--- src/rtl/hex_string_gen.sv ---
// rtl/hex_string_gen.sv - streaming WIDTH-bit word to ASCII hex string converter
// Optional feature macro: HEX_STRING_PREFIX_EN (prepends "0x" to every string).
module hex_string_gen #(
  parameter int WIDTH = 16,
  parameter bit UPPER = 1'b1
) (
  input  logic             clk,
  input  logic             reset,
  input  logic             in_valid,
  output logic             in_ready,
  input  logic [WIDTH-1:0] in_data,
  input  logic             in_lz,
  output logic             out_valid,
  input  logic             out_ready,
  output logic [7:0]       out_char,
  output logic             out_last
);

  localparam int NDIG = WIDTH / 4;
  localparam int CW   = $clog2(NDIG + 2);

  // Reject widths that do not split into whole nibbles.
  generate
    if ((WIDTH % 4) != 0 || WIDTH < 4) begin : g_bad_width
      $error("hex_string_gen: WIDTH must be a multiple of 4 and >= 4");
    end
  endgenerate

  typedef enum logic {IDLE, EMIT} state_t;

  state_t          state;
  logic [WIDTH-1:0] data_q;
  logic [CW-1:0]    cnt;
`ifdef HEX_STRING_PREFIX_EN
  logic [CW-1:0]    first_q;
  localparam logic [CW-1:0] IDX_ZERO_CH = CW'(NDIG + 1);
  localparam logic [CW-1:0] IDX_X_CH    = CW'(NDIG);
`endif

  // Map one nibble to its ASCII hex character.
  function automatic logic [7:0] hex_ascii(input logic [3:0] n);
    logic [3:0] off;
    off = n - 4'd10;
    if (n < 4'd10)
      return 8'h30 + {4'h0, n};
    else if (UPPER)
      return 8'h41 + {4'h0, off};
    else
      return 8'h61 + {4'h0, off};
  endfunction

  // Select nibble idx of word d (idx 0 = least significant).
  function automatic logic [3:0] nibble_at(input logic [WIDTH-1:0] d, input logic [CW-1:0] idx);
    logic [3:0] r;
    r = 4'h0;
    for (int i = 0; i < NDIG; i++)
      if (idx == CW'(i)) r = d[4*i +: 4];
    return r;
  endfunction

  // Index of the first digit to emit; an all-zero word still yields one digit.
  function automatic logic [CW-1:0] first_index(input logic [WIDTH-1:0] d, input logic lz);
    logic [CW-1:0] r;
    r = '0;
    if (!lz)
      r = CW'(NDIG - 1);
    else
      for (int i = 0; i < NDIG; i++)
        if (d[4*i +: 4] != 4'h0) r = CW'(i);
    return r;
  endfunction

  assign in_ready = (state == IDLE);

  // Control FSM; out_char/out_last are preloaded for the beat that follows.
  always_ff @(posedge clk or posedge reset) begin
    if (reset) begin
      state     <= IDLE;
      data_q    <= '0;
      cnt       <= '0;
      out_valid <= 1'b0;
      out_char  <= 8'h00;
      out_last  <= 1'b0;
`ifdef HEX_STRING_PREFIX_EN
      first_q   <= '0;
`endif
    end else begin
      case (state)
        IDLE: begin
          if (in_valid) begin
            state     <= EMIT;
            data_q    <= in_data;
            out_valid <= 1'b1;
`ifdef HEX_STRING_PREFIX_EN
            first_q   <= first_index(in_data, in_lz);
            cnt       <= IDX_ZERO_CH;
            out_char  <= 8'h30;
            out_last  <= 1'b0;
`else
            cnt       <= first_index(in_data, in_lz);
            out_char  <= hex_ascii(nibble_at(in_data, first_index(in_data, in_lz)));
            out_last  <= (first_index(in_data, in_lz) == '0);
`endif
          end
        end
        EMIT: begin
          if (out_ready) begin
`ifdef HEX_STRING_PREFIX_EN
            if (cnt == IDX_ZERO_CH) begin
              cnt      <= IDX_X_CH;
              out_char <= 8'h78;
              out_last <= 1'b0;
            end else if (cnt == IDX_X_CH) begin
              cnt      <= first_q;
              out_char <= hex_ascii(nibble_at(data_q, first_q));
              out_last <= (first_q == '0);
            end else
`endif
            if (cnt == '0) begin
              state     <= IDLE;
              out_valid <= 1'b0;
              out_last  <= 1'b0;
            end else begin
              cnt      <= cnt - 1'b1;
              out_char <= hex_ascii(nibble_at(data_q, cnt - 1'b1));
              out_last <= (cnt == CW'(1));
            end
          end
        end
        default: state <= IDLE;
      endcase
    end
  end

endmodule
--- config.mk ---
export PLATFORM = sky130hd
export DESIGN_NAME = hex_string_gen
export DESIGN_NICKNAME = d
export VERILOG_FILES = /design/src/rtl/hex_string_gen.sv
export SDC_FILE = /design/constraint.sdc
export NUM_CORES = 1
export LEC_CHECK = 0
export BUFFER_PORTS_ARGS = -buffer_cell sky130_fd_sc_hd__buf_2
export CORE_MARGIN = 4
export CORE_UTILIZATION = 55
export DETAILED_ROUTE_END_ITERATION = 8
export GPL_TIMING_DRIVEN = 0
export PLACE_DENSITY = 0.88
export SYNTH_ARGS = -nofsm -noshare
export SYNTH_HDL_FRONTEND = slang
export SYNTH_SLANG_ARGS = --single-unit
--- constraint.sdc ---
create_clock -name clk -period 6.75 [get_ports clk]
set_input_delay 1.0125 -clock clk [delete_from_list [all_inputs] [get_ports clk]]
set_output_delay 1.0125 -clock clk [all_outputs]
set_load 0.005 [all_outputs]
=== After elaboration in Yosys (flattened, before gate mapping) ===
Cells that the tools add are included.

* Add/sub/neg operators: 7
* Order comparisons: 2
* Equality and inequality tests: 11
* Muxes and demuxes: 40
* Bitwise operators: 1
* Reductions and logical operators: 10

{| class="wikitable"
|+ Operator list
! kind !! count
|-
| 4-bit two-way mux || 13
|-
| 8-bit two-way mux || 5
|-
| 3-bit two-way mux || 7
|-
| 7-bit by 4-bit adder with 8-bit output (first input constant) || 2
|-
| 8-bit case mux with 2 select lines || 1
|-
| 6-bit by 4-bit adder with 7-bit output (first input constant) || 2
|-
| 3-bit by 2-bit == test with 1-bit output (second input constant) || 4
|-
| 4-bit nonzero test || 3
|-
| 1-bit two-way mux || 10
|-
| 3-bit by 1-bit == test with 1-bit output (second input constant) || 3
|-
| 3-bit logical NOT || 3
|-
| 4-bit < comparator (second input constant) || 2
|-
| 4-bit subtractor (second input constant) || 2
|-
| 2-bit inequality test (second input constant) || 3
|-
| 1-bit case mux with 2 select lines || 3
|-
| 3-bit case mux with 2 select lines || 1
|-
| 3-bit AND reduction || 2
|-
| 2-bit AND reduction || 2
|-
| 3-bit by 1-bit subtractor with 3-bit output (second input constant) || 1
|-
| 2-bit by 1-bit inequality test with 1-bit output (second input constant) || 1
|-
| 1-bit inverter || 1
|}

* Register bits: 30
* Input port bits: 21
* Logic and storage cells: 77

=== Longest topological paths before layout ===
* Word-level depth: 19
* Depth in mapped cells: 13

=== Least setup slack after synthesis ===
No wires, ideal clock.

* Path type: input-to-reg
* Start: input port in_data[12]
* End: register out_char[2]
* Setup time: 0.126 ns
* Arrival time: 2.583 ns
* Data required time: 6.624 ns
* Setup slack: 4.041 ns
* Stages: 7
* Path buffers: 0
* Path through: nor4_4 nand2_2 a211o_1 ha_1 xor2_1 a31oi_1 a221o_1

* Cells in the longest elaborated chain, start to end: 17
* Elaborated cells on any way between the ends: 22
* Classes of those cells: add/sub: 3; order compare: 1; eq/ne: 3; mux: 13; reduce/logical: 2

{| class="wikitable"
|+ Ends and longest elaborated chain
! what !! line !! RTL
|-
| start: declaration || 11 || <nowiki>input logic [WIDTH-1:0] in_data,</nowiki>
|-
| 4-bit nonzero test || 69 || <nowiki>if (d[4*i +: 4] != 4'h0) r = CW'(i);</nowiki>
|-
| 3-bit two-way mux || 69 ||
|-
| 3-bit two-way mux || 65 || <nowiki>if (!lz)</nowiki>
|-
| 3-bit two-way mux || 90 || <nowiki>if (in_valid) begin</nowiki>
|-
| 3-bit two-way mux || 88 || <nowiki>case (state)</nowiki>
|-
| 3-bit logical NOT || 57 || <nowiki>if (idx == CW'(i)) r = d[4*i +: 4];</nowiki>
|-
| 4-bit two-way mux (3 in a row) || 57 ||
|-
| 4-bit two-way mux * || 57 ||
|-
| 4-bit two-way mux * || 90 ||
|-
| 4-bit two-way mux * || 88 ||
|-
| 4-bit subtractor || 43 || <nowiki>off = n - 4'd10;</nowiki>
|-
| 7-bit by 4-bit adder with 8-bit output || 47 || <nowiki>return 8'h41 + {4'h0, off};</nowiki>
|-
| 8-bit two-way mux * || 44 || <nowiki>if (n < 4'd10)</nowiki>
|-
| 8-bit two-way mux * || 90 ||
|-
| 8-bit case mux with 2 select lines * || 88 ||
|-
| end signal: assignment || 101 || <nowiki>out_char <= hex_ascii(nibble_at(in_data, first_index(in_data, in_lz)));</nowiki>
|-
| end signal: assignment || 125 || <nowiki>out_char <= hex_ascii(nibble_at(data_q, cnt - 1'b1));</nowiki>
|-
| end: declaration || 15 || <nowiki>output logic [7:0] out_char,</nowiki>
|}

Mark *: on every way between the ends. The rest lies on a longest branch, timed or not. The select of a mux whose other input is x is not followed.
A chain may end at the register's enable or synchronous reset.

=== Worst setup path after layout ===
* Start: register cnt[0]
* End: register out_char[2]

* Cells in the longest elaborated chain, start to end: 15
* Elaborated cells on any way between the ends: 23
* Classes of those cells: add/sub: 4; order compare: 1; eq/ne: 4; mux: 11; reduce/logical: 3

{| class="wikitable"
|+ Ends and longest elaborated chain
! what !! line !! RTL
|-
| start: declaration || 33 || <nowiki>logic [CW-1:0] cnt;</nowiki>
|-
| start signal: assignment || 100 || <nowiki>cnt <= first_index(in_data, in_lz);</nowiki>
|-
| start signal: assignment || 124 || <nowiki>cnt <= cnt - 1'b1;</nowiki>
|-
| 3-bit by 1-bit subtractor with 3-bit output || 125 ||
|-
| 3-bit logical NOT || 57 ||
|-
| 4-bit two-way mux (4 in a row) || 57 ||
|-
| 4-bit two-way mux || 119 || <nowiki>if (cnt == '0) begin</nowiki>
|-
| 4-bit two-way mux || 107 || <nowiki>if (out_ready) begin</nowiki>
|-
| 4-bit two-way mux || 88 ||
|-
| 4-bit subtractor || 43 ||
|-
| 7-bit by 4-bit adder with 8-bit output || 47 ||
|-
| 8-bit two-way mux || 44 ||
|-
| 8-bit two-way mux || 119 ||
|-
| 8-bit two-way mux || 107 ||
|-
| 8-bit case mux with 2 select lines || 88 ||
|}

Parallel ways exist; a longest one is shown, timed or not. The select of a mux whose other input is x is not followed.

==> results.cfg <==
[grt]
antenna_found_initial = 0
overflow = 0
largest_net_degree_at_the_start_of_global_routing = 30
first_global_vias = 1623
first_pass_grt_wire_length_mm = 7.87
gr-usage-all-layers = 0.239

[cts]
tritoncts.num_buffers = 5
ctsRootBufferMaster = clkbuf_4
post-cts-setup-buffer-count = 0
tritoncts = yes
htree_num_levels = 2
cts_buffer_depth = 2
cts.repair.resized = 0
clock_latency_ps = 350
path_clk_slew_ps = 110
clock_sinks = 29
holdBufCountCts = 0

[sta]
fin_skew_ps = 9.61
report.final.setup_viol = 0
fin_setup_tns_ps = 0
maxSlewHeadroom = 0.261
timing_worst_slew_pin_value_ps = 1110
final_hold_vio_count = 0
fmax_mhz = 368
finalMaxSlewViolations = 0
period_needed_ps = 2720
setup_repair_after_global_routing_missed_its_margin = false
post-route-period-util = 0.403

[drt]
vias = 1775
detail_route.first_pass.iterations = 4
avg_vias_per_cell = 5.82
drc = 0
ant_nets_after_route = 0
avgRoutedWirePerCell_um = 15.5
postRouteWirelength_mm = 4.74
drt_iter0_markers = 132

[floorplan]
floorplan.io_pins = 32
core_um2 = 3340
dieArea_um2 = 4450
placement_rows = 21
floorplan.die.width_um = 66.7
die-height_um = 66.7
floorplan.initialDensity = 0.568

[synthesis]
synth-seq-area-share = 0.383
synth.cell_area_um2 = 1900
yosys.cell_types.count = 46
synth_edf_count = 0
syn_avg_cell_area_um2 = 8.58
async_flop_share = 1.00
synth.yosys.warnings = 0
synth.area.top_cells = dfrtp_1 38%, nand2_1 11%, ha_1 7.3%, o21ai_0 2.4%, a211oi_1 2.4%
synth_top_area_frac = 0.383
synth-seq-cells = 29
synth_instances = 221
synth_area_leader_cell = dfrtp_1
synth-main-ff-cell = dfrtp_1
synth_nets = 253

[worst_hold_path]
hold_path_startpoint = out_char[5]
min_to = out_char[5]
hold_path_class = reg -> reg
hold_path_depth = 2

[placed_design]
gp_congestion = 0.917
count_of_placed_standard_cells_including_taps = 297
place_hpwl_mm = 3.56
port_buffers = 30

[final_layout]
post_route_cells_drive_above_1_share = 0.181
finish.utilization = 0.646
post_synthesis_to_final_layout_area_growth_pct = 13.7
nets = 290
antenna_cells = 0
nFillCells = 322
non_filler_cells_in_the_finished_layout = 305

[worst_setup_path]
cpPeakStageDelay_ps = 470
data_required_critical_path_ps = 7030
setup.worst_path.start_class = register
worst_setup_path_end_kind = register
slowest_stage = dfrtp_1
critPathKind = reg -> reg
capture_point_of_the_worst_reg_to_reg_path = out_char[2]
reg2reg_depth = 10
timing.reg2reg.setup_slack_ps = 4030
crit-reg2reg-launch = cnt[0]
timing.critical_path.arrival_ps = 3000
critical_path.max_fanout = 8
timing.critical_path.cells = inv_1 -> ha_1 -> nand3b_1 -> a211oi_2 -> and2_1 -> inv_1 -> ha_1 -> xor2_1 -> a211oi_1 -> a221o_1

[power]
power_mw = 0.967
total_leakage_power_nw = 1.04
ir_drop_worst_vdd_v = 0.000231
p_per_area_nw_per_um2 = 449

[flow_run]
cap_viol_max_count = 0

[run_status]
status = completed
## synth_stat cells, types with 2 or more instances
cell	instances
a211oi_1	6
nor2_1	11
xnor2_1	2
a22oi_1	2
xor2_1	4
nor3b_1	4
nor2b_1	6
a21o_1	3
inv_1	11
clkbuf_1	3
nand3b_1	6
a21oi_1	6
nand2_1	57
o311ai_1	2
o21ai_0	9
nor3_1	6
or4_1	2
nor4_1	2
and2_1	2
ha_1	11
a221o_1	3
a211o_1	3
buf_4	3
a211oi_2	2
dfrtp_1	29
nor4b_1	4
a31oi_1	3
## routing by layer
metal  global-route usage  vias to the layer above  part of all wire
li1                     -                      857                 -
met1                0.313                      823              0.42
met2                0.375                       81              0.48
met3               0.0607                       14             0.070
met4               0.0964                        0             0.027
met5                    0                        -                 0
## how the worst max path moves through the flow
stage,from,to,slack (ps),cells past startpoint
after floorplan,in_data[12],out_char[2],4040,7
after global placement,in_data[8],out_char[2],3750,8
after detailed placement,in_data[8],out_char[2],3740,8
after CTS,cnt[0],out_char[2],4040,10
after global routing,cnt[0],out_char[2],3840,10
final,cnt[0],out_char[2],4030,10
## worst max-delay path: cells and delay by family (launching register included)
kind,cells,cell delay [ps]
flops,1,470
simple gates,2,440
xor+xnor,1,160
buf+inv,2,190
compound gates,3,770
fa+ha+maj,2,630
## cells by family after synthesis
| kind of cell | after synthesis | share of synthesized area |
|---|---|---|
| other | 1 | 0.00198 |
| adders and majority gates | 11 | 0.0726 |
| AOI/OAI and AO/OA | 49 | 0.191 |
| and+or+nand+nor | 106 | 0.280 |
| xor gates and xnor gates | 6 | 0.0277 |
| DFF | 29 | 0.383 |
| buffers and inverters | 19 | 0.0442 |
## registers in the layout, summed over array words and instances (netlist names)
signal,flops
out_last,1
state,1
cnt,3
out_valid,1
out_char,7
data_q,16
## layout by cell type, fill, tap and decap left out, types with 2 or more instances in the layout
cell type	instances
xor2_1	4
nor3b_1	4
o21ai_0	9
xnor2_1	2
a211oi_1	6
nor2_1	11
a22oi_1	2
or4_1	2
a211oi_2	2
nor4b_1	4
nand3b_1	6
nor4_1	2
buf_2	31
a21oi_1	6
and2_1	2
inv_1	11
ha_1	11
a21o_1	3
nor3_1	6
nor2b_1	6
o311ai_1	2
a31oi_1	3
nand2_1	57
clkbuf_1	4
clkinv_2	2
dfrtp_1	29
a211o_1	3
a221o_1	3
clkbuf_4	5
buf_4	3
## where the power goes
| group | leakage (nW) | switching, mW | internal, mW | total [mW] |
|---|---|---|---|---|
| sequential | 0.358 | 0.0482 | 0.251 | 0.299 |
| clock | 0.0320 | 0.0680 | 0.0396 | 0.108 |
| combinational | 0.651 | 0.324 | 0.236 | 0.560 |
| total | 1.04 | 0.440 | 0.527 | 0.967 |
## cell type report
class                           count  area [um^2]  share of cell area
Clock buffer                        6         41.3              0.0192
Timing Repair Buffer               30          150              0.0697
Buffer                              8         42.5              0.0197
Multi-Input combinational cell    173         1090               0.504
Sequential cell                    29          726               0.337
Clock inverter                      2         10.0             0.00465
Tap cell                           46         57.6              0.0267
Inverter                           11         41.3              0.0192
## metrics by stage
stage	setup WS, ps	hold WS (ps)	area [um^2]
after floorplan	4040	446	1900
after global placement	3750	455	2100
after detailed placement	3740	466	2100
after CTS	4040	489	2150
after global routing	3840	514	2150
final	4030	487	2150
Note: power is estimated with default switching activity, not from simulation.
